**src/rtl/cp0_timer_ctrl_pkg.sv**
```systemverilog
// cp0_pkg: shared CP0 register addresses, field positions and exception codes
package cp0_pkg;
    localparam logic [4:0] CP0_COUNT   = 5'd9;
    localparam logic [4:0] CP0_COMPARE = 5'd11;
    localparam logic [4:0] CP0_SR      = 5'd12;
    localparam logic [4:0] CP0_CAUSE   = 5'd13;
    localparam logic [4:0] CP0_EPC     = 5'd14;
    localparam logic [4:0] CP0_PRID    = 5'd15;
    localparam int IE_BIT  = 0;
    localparam int EXL_BIT = 1;
    localparam int EXC_LSB = 2;
    localparam int EXC_MSB = 6;
    localparam int IP_LSB  = 10;
    localparam int TI_BIT  = 30;
    localparam int BD_BIT  = 31;
    typedef enum logic [4:0] {
        EXC_INT  = 5'd0,
        EXC_ADEL = 5'd4,
        EXC_ADES = 5'd5,
        EXC_RI   = 5'd10,
        EXC_OV   = 5'd12
    } exc_code_e;
endpackage

```
**src/rtl/cp0_timer_ctrl_if.sv**
```systemverilog
// cp0_timer_ctrl_if: commit-stage bus between the pipeline and CP0
interface cp0_timer_ctrl_if #(
    parameter int NUM_HWINT = 5,
    parameter int EXC_W     = 5
);
    logic [4:0]           A1;
    logic [4:0]           A2;
    logic                 WE;
    logic [31:0]          Din;
    logic [31:0]          PC;
    logic                 BD;
    logic [EXC_W-1:0]     ExcCodeIn;
    logic [NUM_HWINT-1:0] HWInt;
    logic                 EXLClr;
    logic                 Req;
    logic [31:0]          EPCOut;
    logic [31:0]          Dout;
    logic                 TimerIrq;
    modport master (
        output A1, A2, WE, Din, PC, BD, ExcCodeIn, HWInt, EXLClr,
        input  Req, EPCOut, Dout, TimerIrq
    );
    modport slave (
        input  A1, A2, WE, Din, PC, BD, ExcCodeIn, HWInt, EXLClr,
        output Req, EPCOut, Dout, TimerIrq
    );
endinterface

```
**src/rtl/cp0_timer_ctrl_count_cmp.sv**
```systemverilog
// cp0_count_cmp: prescaled Count, Compare and the sticky timer-interrupt flag
module cp0_count_cmp #(
    parameter int CNT_DIV_LOG2 = 0
) (
    input  logic        clk,
    input  logic        reset_n,
    input  logic        count_we,
    input  logic        compare_we,
    input  logic [31:0] din,
    output logic [31:0] count,
    output logic [31:0] compare,
    output logic        ti
);
    localparam logic [CNT_DIV_LOG2:0] DIV_MAX = {(CNT_DIV_LOG2+1){1'b1}} >> 1;
    logic [CNT_DIV_LOG2:0] div;
    logic                  tick;
    logic                  eq;
    logic                  eq_d;
    assign tick = div == DIV_MAX;
    assign eq   = count == compare;
    // eq_d resets high because Count and Compare start equal, which is not a transition into a match
    always_ff @(posedge clk or negedge reset_n) begin
        if (!reset_n) begin
            div     <= '0;
            count   <= '0;
            compare <= '0;
            ti      <= 1'b0;
            eq_d    <= 1'b1;
        end else begin
            div     <= (count_we | tick) ? '0 : div + 1'b1;
            count   <= count_we ? din : count + {31'b0, tick};
            compare <= compare_we ? din : compare;
            ti      <= compare_we ? 1'b0 : ti | (eq & ~eq_d);
            eq_d    <= eq;
        end
    end
endmodule

```
**src/rtl/cp0_timer_ctrl.sv**
```systemverilog
// cp0_timer_ctrl: CP0 register file with interrupt/exception resolution and Count/Compare timer
module cp0_timer_ctrl
    import cp0_pkg::*;
#(
    parameter int          NUM_HWINT    = 5,
    parameter int          EXC_W        = 5,
    parameter int          SYNC_STAGES  = 2,
    parameter int          CNT_DIV_LOG2 = 0,
    parameter logic [31:0] PRID         = 32'h0000_2023
) (
    input logic             clk,
    input logic             reset_n,
    cp0_timer_ctrl_if.slave bus
);
    localparam int IPW = NUM_HWINT + 1;
    logic [NUM_HWINT-1:0] chain [SYNC_STAGES+1];
    logic [31:0]          sr;
    logic [31:0]          epc;
    logic                 bd;
    logic [EXC_W-1:0]     exc;
    logic [31:0]          count;
    logic [31:0]          compare;
    logic                 ti;
    logic [IPW-1:0]       ip;
    logic [IPW-1:0]       im;
    logic                 int_req;
    logic                 exc_req;
    logic                 we_ok;
    logic                 count_we;
    logic                 compare_we;
    logic [31:0]          cause;
    assign ip = {ti, chain[SYNC_STAGES]};
    assign im = sr[IP_LSB +: IPW];
    cp0_count_cmp #(.CNT_DIV_LOG2(CNT_DIV_LOG2)) u_count_cmp (
        .clk        (clk),
        .reset_n    (reset_n),
        .count_we   (count_we),
        .compare_we (compare_we),
        .din        (bus.Din),
        .count      (count),
        .compare    (compare),
        .ti         (ti)
    );
    // request resolution, bypassed EPC, write qualification and read mux
    always_comb begin
        int_req        = |(ip & im) & sr[IE_BIT] & ~sr[EXL_BIT];
        exc_req        = (bus.ExcCodeIn != '0) & ~sr[EXL_BIT];
        bus.Req        = int_req | exc_req;
        bus.EPCOut     = bus.Req ? (bus.BD ? bus.PC - 32'd4 : bus.PC) : epc;
        we_ok          = bus.WE & ~bus.Req & ~bus.EXLClr;
        count_we       = we_ok & (bus.A2 == CP0_COUNT);
        compare_we     = we_ok & (bus.A2 == CP0_COMPARE);
        cause          = '0;
        cause[BD_BIT]  = bd;
        cause[TI_BIT]  = ti;
        cause[IP_LSB +: IPW]  = ip;
        cause[EXC_LSB +: EXC_W] = exc;
        bus.Dout       = (bus.A1 == CP0_COUNT)   ? count :
                         (bus.A1 == CP0_COMPARE) ? compare :
                         (bus.A1 == CP0_SR)      ? sr :
                         (bus.A1 == CP0_CAUSE)   ? cause :
                         (bus.A1 == CP0_EPC)     ? bus.EPCOut :
                         (bus.A1 == CP0_PRID)    ? PRID : '0;
        bus.TimerIrq   = ti;
    end
    // HWInt synchroniser; the last stage is the IP latch and updates unconditionally
    always_ff @(posedge clk or negedge reset_n) begin
        if (!reset_n) begin
            for (int i = 0; i <= SYNC_STAGES; i++) chain[i] <= '0;
        end else begin
            chain[0] <= bus.HWInt;
            for (int i = 1; i <= SYNC_STAGES; i++) chain[i] <= chain[i-1];
        end
    end
    // SR/Cause/EPC update: a taken request beats eret, which beats mtc0
    always_ff @(posedge clk or negedge reset_n) begin
        if (!reset_n) begin
            sr  <= '0;
            epc <= '0;
            bd  <= 1'b0;
            exc <= '0;
        end else if (bus.Req) begin
            sr[EXL_BIT] <= 1'b1;
            bd          <= bus.BD;
            epc         <= bus.EPCOut;
            exc         <= int_req ? '0 : bus.ExcCodeIn;
        end else if (bus.EXLClr) begin
            sr[EXL_BIT] <= 1'b0;
        end else if (bus.WE) begin
            if (bus.A2 == CP0_SR) sr <= bus.Din;
            if (bus.A2 == CP0_EPC) epc <= {bus.Din[31:2], 2'b00};
        end
    end
endmodule

```
**src/flat_wrapper.sv**
```systemverilog
// flat-port wrapper written by rule: the top's interface ports become plain ports
module cp0_timer_ctrl_flat import cp0_pkg::*;
#(
    parameter int          NUM_HWINT    = 5,
    parameter int          EXC_W        = 5,
    parameter int          SYNC_STAGES  = 2,
    parameter int          CNT_DIV_LOG2 = 0,
    parameter logic [31:0] PRID         = 32'h0000_2023
)
  (clk, reset_n, bus_A1, bus_A2, bus_WE, bus_Din, bus_PC, bus_BD, bus_ExcCodeIn, bus_HWInt, bus_EXLClr, bus_Req, bus_EPCOut, bus_Dout, bus_TimerIrq);
  cp0_timer_ctrl_if #(.NUM_HWINT(NUM_HWINT), .EXC_W(EXC_W)) bus_i ();
  input logic clk;
  input logic reset_n;
  input wire logic [$bits(bus_i.A1)-1:0] bus_A1;
  input wire logic [$bits(bus_i.A2)-1:0] bus_A2;
  input wire logic [$bits(bus_i.WE)-1:0] bus_WE;
  input wire logic [$bits(bus_i.Din)-1:0] bus_Din;
  input wire logic [$bits(bus_i.PC)-1:0] bus_PC;
  input wire logic [$bits(bus_i.BD)-1:0] bus_BD;
  input wire logic [$bits(bus_i.ExcCodeIn)-1:0] bus_ExcCodeIn;
  input wire logic [$bits(bus_i.HWInt)-1:0] bus_HWInt;
  input wire logic [$bits(bus_i.EXLClr)-1:0] bus_EXLClr;
  output wire logic [$bits(bus_i.Req)-1:0] bus_Req;
  output wire logic [$bits(bus_i.EPCOut)-1:0] bus_EPCOut;
  output wire logic [$bits(bus_i.Dout)-1:0] bus_Dout;
  output wire logic [$bits(bus_i.TimerIrq)-1:0] bus_TimerIrq;
  assign bus_i.A1 = bus_A1;
  assign bus_i.A2 = bus_A2;
  assign bus_i.WE = bus_WE;
  assign bus_i.Din = bus_Din;
  assign bus_i.PC = bus_PC;
  assign bus_i.BD = bus_BD;
  assign bus_i.ExcCodeIn = bus_ExcCodeIn;
  assign bus_i.HWInt = bus_HWInt;
  assign bus_i.EXLClr = bus_EXLClr;
  assign bus_Req = bus_i.Req;
  assign bus_EPCOut = bus_i.EPCOut;
  assign bus_Dout = bus_i.Dout;
  assign bus_TimerIrq = bus_i.TimerIrq;
  cp0_timer_ctrl #(.NUM_HWINT(NUM_HWINT), .EXC_W(EXC_W), .SYNC_STAGES(SYNC_STAGES), .CNT_DIV_LOG2(CNT_DIV_LOG2), .PRID(PRID)) u_core (.clk(clk), .reset_n(reset_n), .bus(bus_i));
endmodule
```
**config.mk**
```make
export PLATFORM = sky130hd
export DESIGN_NAME = cp0_timer_ctrl_flat
export DESIGN_NICKNAME = d
export VERILOG_FILES = /design/src/rtl/cp0_timer_ctrl_pkg.sv /design/src/rtl/cp0_timer_ctrl_if.sv /design/src/rtl/cp0_timer_ctrl_count_cmp.sv /design/src/rtl/cp0_timer_ctrl.sv /design/src/flat_wrapper.sv
export SDC_FILE = /design/constraint.sdc
export NUM_CORES = 1
export LEC_CHECK = 0
export CAP_MARGIN = 20
export CORE_ASPECT_RATIO = 1.25
export CORE_MARGIN = 2
export CORE_UTILIZATION = 50
export DETAILED_ROUTE_END_ITERATION = 7
export HOLD_SLACK_MARGIN = 0.03
export PLACE_DENSITY = 0.86
export SETUP_SLACK_MARGIN = 0.1
export SLEW_MARGIN = 15
export SYNTH_ARGS = -nofsm -noshare
export SYNTH_HDL_FRONTEND = slang
export SYNTH_SLANG_ARGS = --single-unit
```
**constraint.sdc**
```tcl
create_clock -name clk -period 7.6 [get_ports clk]
set_input_delay 1.14 -clock clk [delete_from_list [all_inputs] [get_ports clk]]
set_output_delay 1.14 -clock clk [all_outputs]
set_load 0.02 [all_outputs]
```
==> results.tsv, run 1 <==
metric	value	unit
synth.area.top_cells	dfrtp_1 (44%), xor2_1 (6.8%), mux2_4 (5.2%)	
path_clk_slew	0.06	ns
cpMostUsedCell	clkdlybuf4s50_1	
fp.dieH	151	um
fin_crit_sh	0.804	
ys_ff_latch	152	
vias_per_cell	6.41	
gp_congestion	0.974	
critPathSlowestCell	clkdlybuf4s50_1	
numCtsBuffers	17	
async_reset_ff_frac	1.00	
min_period	6.11	ns
num_vias	7822	
setup.worst_path.start_class	primary input	
cts_setup_buffers	0	
fin_nets	1080	
arrival	4.97	ns
setup_viol	0	
cap_violations	0	
synth.largest_area_cell	dfrtp_1	
detail-route-antenna-nets	0	
wl_per_cell	23.1	um
yosys.area.top_type_share	0.437	
drc	0	
ys_seq_area_frac	0.440	
die_w	122	um
clockBufferDepth	2	
cts_tree	done	
rows	53	
grt_first_pass_wirelength	43200	um
synth_nets	954	
firstDrtPassIters	6	
synth_ff_type	dfrtp_1	
power_density	315	nW/um^2
p_seq_frac	0.380	
p_sw	1.35	mW
rsz0062_at_grt	false	
core_area	16900	sq um
end_kind	primary output	
p_comb_frac	0.389	
final_core_util	0.644	
clock_latency	0.44	ns
slew_violations	0	
max-slew-margin-rel	0.203	
post-place-ws	1.58	ns
finClkSkew	0.0107	ns
grt_pass1_vias	7726	
crit_type	primary input to primary output	
drt_iter0_drc	865	
dieArea	18400	sq um
p_total	3.43	mW
p_int	2.08	mW
cts_resized	0	
ctsRootBufferMaster	clkbuf_16	
start_util	0.512	
globalRouteTotalUtil	0.315	
layout-drive-gt1-share	0.0950	
clockPowerShare	0.231	
swShare	0.394	
path_cells	clkdlybuf4s50_1 > or4_1 > o21ba_2 > nor2_8 > inv_2 > buf_4 > mux2_1 > nor2_1 > o21ai_1 > clkdlybuf4s50_1	
io_pins	155	
avgSynthCellArea	10.0	sq um
htree_levels	4	
antenna_found_initial	0	
hold_violations	0	
slowest_delay	0.66	ns
io_buffers	154	
dp_hpwl	20400	um
synth-edff-count	0	
diodes	0	
hold-worst-slack	0.348	ns
synth_most_common_cell	dfrtp_1	
synth_area	8650	sq um
cts.sinks	152	
crit_path_max_fanout	43	
required	6.46	ns
hold_buffers	0	
layout-area-overhead-vs-synth	25.7	%
ys_warn_count	0	
overflow	0	
min_path_type	register to register	
fmax	0.164	GHz
setup_ws	1.49	ns
leakage	4.47	nW
grt_max_degree	97	
tightest_slew	1.19	ns
yosys-top-cells-count	dfrtp_1 (151), nor2_1 (84), nand2_1 (71)	
synthCells	862	
wirelength	28200	um
synth_cell_types	69	
status	finished clean	
vdd_drop_max	0.201	mV
fin_setup_tns	0	ns
[flip-flops by register name, indices dropped and copies added (netlist names), 5 cells and up]
name                        count
u_core.epc                     32
u_core.sr                      32
u_core.u_count_cmp.compare     32
u_core.u_count_cmp.count       32
u_core.chain                   10
u_core.cause                    5
u_core.exc                      5
[per-stage QoR]
stage	cell area, sq um	instances
2_1_floorplan	8650	862
3_3_place_gp	10300	1189
3_5_place_dp	10300	1189
4_1_cts	10900	1220
5_1_grt	10900	1220
6_report	10900	1220
[cells in the final DEF, fill, tap and decap left out, drive strengths merged, types with 13 or more instances in the layout]
master	netlist	final
nand2	71	71
nor2	85	85
clkbuf	42	21
nor4	19	19
mux2i	17	17
a21oi	66	66
clkdlybuf4s50	0	153
xnor2	19	19
xor2	67	67
mux2	68	68
nor3	14	14
dfrtp	151	151
o22ai	13	13
nand3	18	18
[final timing paths]
path	from	slack [ns]	endpoint	cells after the start
max	bus_ExcCodeIn[4]	1.49	bus_Dout[1]	10
min	u_core.chain[9]	0.35	u_core.cause[14]	0
max reg2reg	u_core.u_count_cmp.ti	3.14	u_core.sr[31]	7
min reg2reg	u_core.chain[9]	0.35	u_core.cause[14]	0
max in group asynchronous	reset_n	5.50	u_core.epc[23]	2
min in group asynchronous	reset_n	0.80	u_core.chain[7]	1
[worst max-delay path: cells and delay by family]
| family | cells | cell delay, ns |
|---|---|---|
| buf+inv | 4 | 1.90 |
| simple gates | 3 | 1.05 |
| compound gates | 2 | 0.57 |
| mux | 1 | 0.29 |
[per-layer routing]
| layer | part of all wire | global-route usage | vias up |
|---|---|---|---|
| met4 | 0.057 | 0.185 | 0 |
| met5 | 0 | 0 | - |
| met2 | 0.46 | 0.481 | 511 |
| li1 | - | - | 3389 |
| met3 | 0.11 | 0.0791 | 108 |
| met1 | 0.38 | 0.406 | 3814 |
[power groups by stage]
stage	Clock (mW)	Sequential [mW]	Combinational [mW]
floorplan	0	1.20	0.843
global placement	0	1.28	1.28
detailed placement	0	1.30	1.31
CTS	0.793	1.29	1.32
global route	0.827	1.32	1.43
finish	0.793	1.30	1.34
[kinds of logic (layout without fill, tap and decap cells)]
family / Yosys count / count (layout) / share of synthesized area
adder cells (fa/ha/maj): 3 / 3 / 0.00434
multiplexers: 85 / 85 / 0.121
other: 1 / 1 / 0.000433
XOR/XNOR: 86 / 86 / 0.0870
buffers and inverters: 64 / 202 / 0.0315
flip-flops: 152 / 152 / 0.440
AO/OA/AOI/OAI: 195 / 195 / 0.154
AND/OR/NAND/NOR: 276 / 276 / 0.162
[cell type report]
cell class | count | area, sq um
clock inverters | 10 | 72.6
repair buffers | 164 | 1620
well taps | 220 | 275
inverters | 7 | 26.3
fillers | 1240 | 6030
clock buffers | 21 | 480
multi-input cells | 646 | 4610
flip-flops and latches | 152 | 3800
No activity file was read; power rests on OpenSTA's default activity.
==> inputs of run 2 (changes only) <==
clock period = 6.24 ns   (was 7.6 ns; I/O delays follow)
==> results.tsv, run 2 (synthesized netlist as in run 1, its figures left out) <==
metric	value	unit
rsz0062_at_grt	false	
wl_per_cell	23.2	um
num_vias	7853	
diodes	0	
seqCellArea	3800	sq um
io_buffers	154	
die_w	122	um
dieArea	18400	sq um
globalRouteTotalUtil	0.313	
vias_per_cell	6.41	
clockPowerShare	0.262	
fin_setup_tns	0	ns
final_common_cell	clkdlybuf4s50_1	
required	5.30	ns
wl_met2	13300	um
firstDrtPassIters	6	
fmax	0.190	GHz
crit_type	primary input to primary output	
grt_pass1_vias	7622	
status	finished clean	
path_cells	clkdlybuf4s50_1 > nor4b_4 > nand2_1 > or4_1 > a31oi_1 > nor2_1 > o21ai_1 > clkdlybuf4s50_1	
ctsRootBufferMaster	clkbuf_16	
multi_input_comb_area	4610	sq um
hold_buffers	0	
min_period	5.27	ns
start_util	0.512	
gp_congestion	0.930	
hp-start	u_core.chain[9]	
setup.worst_path.start_class	primary input	
dr_wl_met3	2930	um
power_density	395	nW/um^2
htree_levels	4	
hold_violations	0	
grt_first_pass_wirelength	43000	um
path_clk_slew	0.06	ns
top_layer	met4	
cts_setup_buffers	0	
p_comb_frac	0.375	
grt_max_degree	97	
fin_crit_sh	0.844	
p_seq_frac	0.363	
overflow	0	
worstReg2RegStart	u_core.u_count_cmp.ti	
tightest_slew	1.13	ns
drc	0	
io_pins	155	
fill_cells	1289	
dp.cells	1194	
vdd_drop_max	0.263	mV
arrival	4.33	ns
holdPathEnd	u_core.cause[14]	
final_cells	1225	
wl_met1	10800	um
max-slew-margin-rel	0.245	
crit_path_max_fanout	8	
end_kind	primary output	
clockBufferDepth	2	
hold_path_depth	0	
cts_tree	done	
layout_common_cells	clkdlybuf4s50_1 (153), dfrtp_1 (151), nor2_1 (83)	
p_sw	1.65	mW
core_area	16900	sq um
p_int	2.70	mW
detail-route-antenna-nets	0	
reg2reg_depth	8	
wirelength	28400	um
slowest_delay	0.67	ns
setup_viol	0	
antenna_found_initial	0	
numCtsBuffers	17	
layout-area-overhead-vs-synth	27.3	%
slew_violations	0	
cap_violations	0	
swShare	0.380	
fin_nets	1085	
leakage	4.54	nW
critPathSlowestCell	clkdlybuf4s50_1	
cts_resized	0	
fp.dieH	151	um
finClkSkew	0.00693	ns
dp_hpwl	20000	um
rrSetupSlack	2.39	ns
drt_iter0_drc	1167	
r2r_end	u_core.sr[31]	
cpMostUsedCell	clkdlybuf4s50_1	
min_path_type	register to register	
cts.sinks	152	
rows	53	
clock_latency	0.44	ns
layout-drive-gt1-share	0.0995	
[run 2: how the worst max path moves through the flow]
stage | startpoint | to | cells past startpoint
finish | bus_BD | bus_Dout[13] | 8
global route | bus_BD | bus_Dout[13] | 8
CTS | bus_BD | bus_Dout[13] | 8
detailed placement | bus_BD | bus_Dout[13] | 8
global placement | bus_BD | bus_Dout[13] | 8
floorplan | bus_PC[18] | bus_Dout[21] | 7
[run 2: worst max-delay path, delay by kind of cell]
family,cells,cell delay (ns)
AO/OA/AOI/OAI,2,0.60
AND/OR/NAND/NOR,4,1.46
buffers and inverters,2,1.32
[run 2: power groups by stage]
stage / logic (mW) / registers [mW] / clock network, mW
after global routing: 1.74 / 1.60 / 1.18
after CTS: 1.62 / 1.56 / 1.14
after global placement: 1.56 / 1.56 / 0
final: 1.63 / 1.58 / 1.14
after floorplan: 1.03 / 1.46 / 0
after detailed placement: 1.59 / 1.57 / 0
[run 2: routing by layer]
layer	GRT usage	up-vias
met4	0.163	0
met5	0	-
met2	0.490	547
met3	0.0768	105
met1	0.402	3790
li1	-	3411
[run 2: stage by stage]
stage	setup WS, ns	hold WS, ns	power (mW)	area, sq um	utilization
2_1_floorplan	1.99	0.331	2.49	8650	-
3_3_place_gp	1.14	0.332	3.12	10400	0.613
3_5_place_dp	1.10	0.335	3.16	10400	0.613
4_1_cts	1.08	0.349	4.32	11000	0.651
5_1_grt	0.802	0.362	4.53	11000	0.651
6_report	0.974	0.348	4.35	11000	0.651
[run 2: area by class of cell]
class | instances | area share
clock buffers | 17 | 0.0386
clock inverters | 14 | 0.0203
inverters | 7 | 0.00239
multi-input cells | 646 | 0.418
flip-flops and latches | 152 | 0.345
well taps | 220 | 0.0250
repair buffers | 169 | 0.150
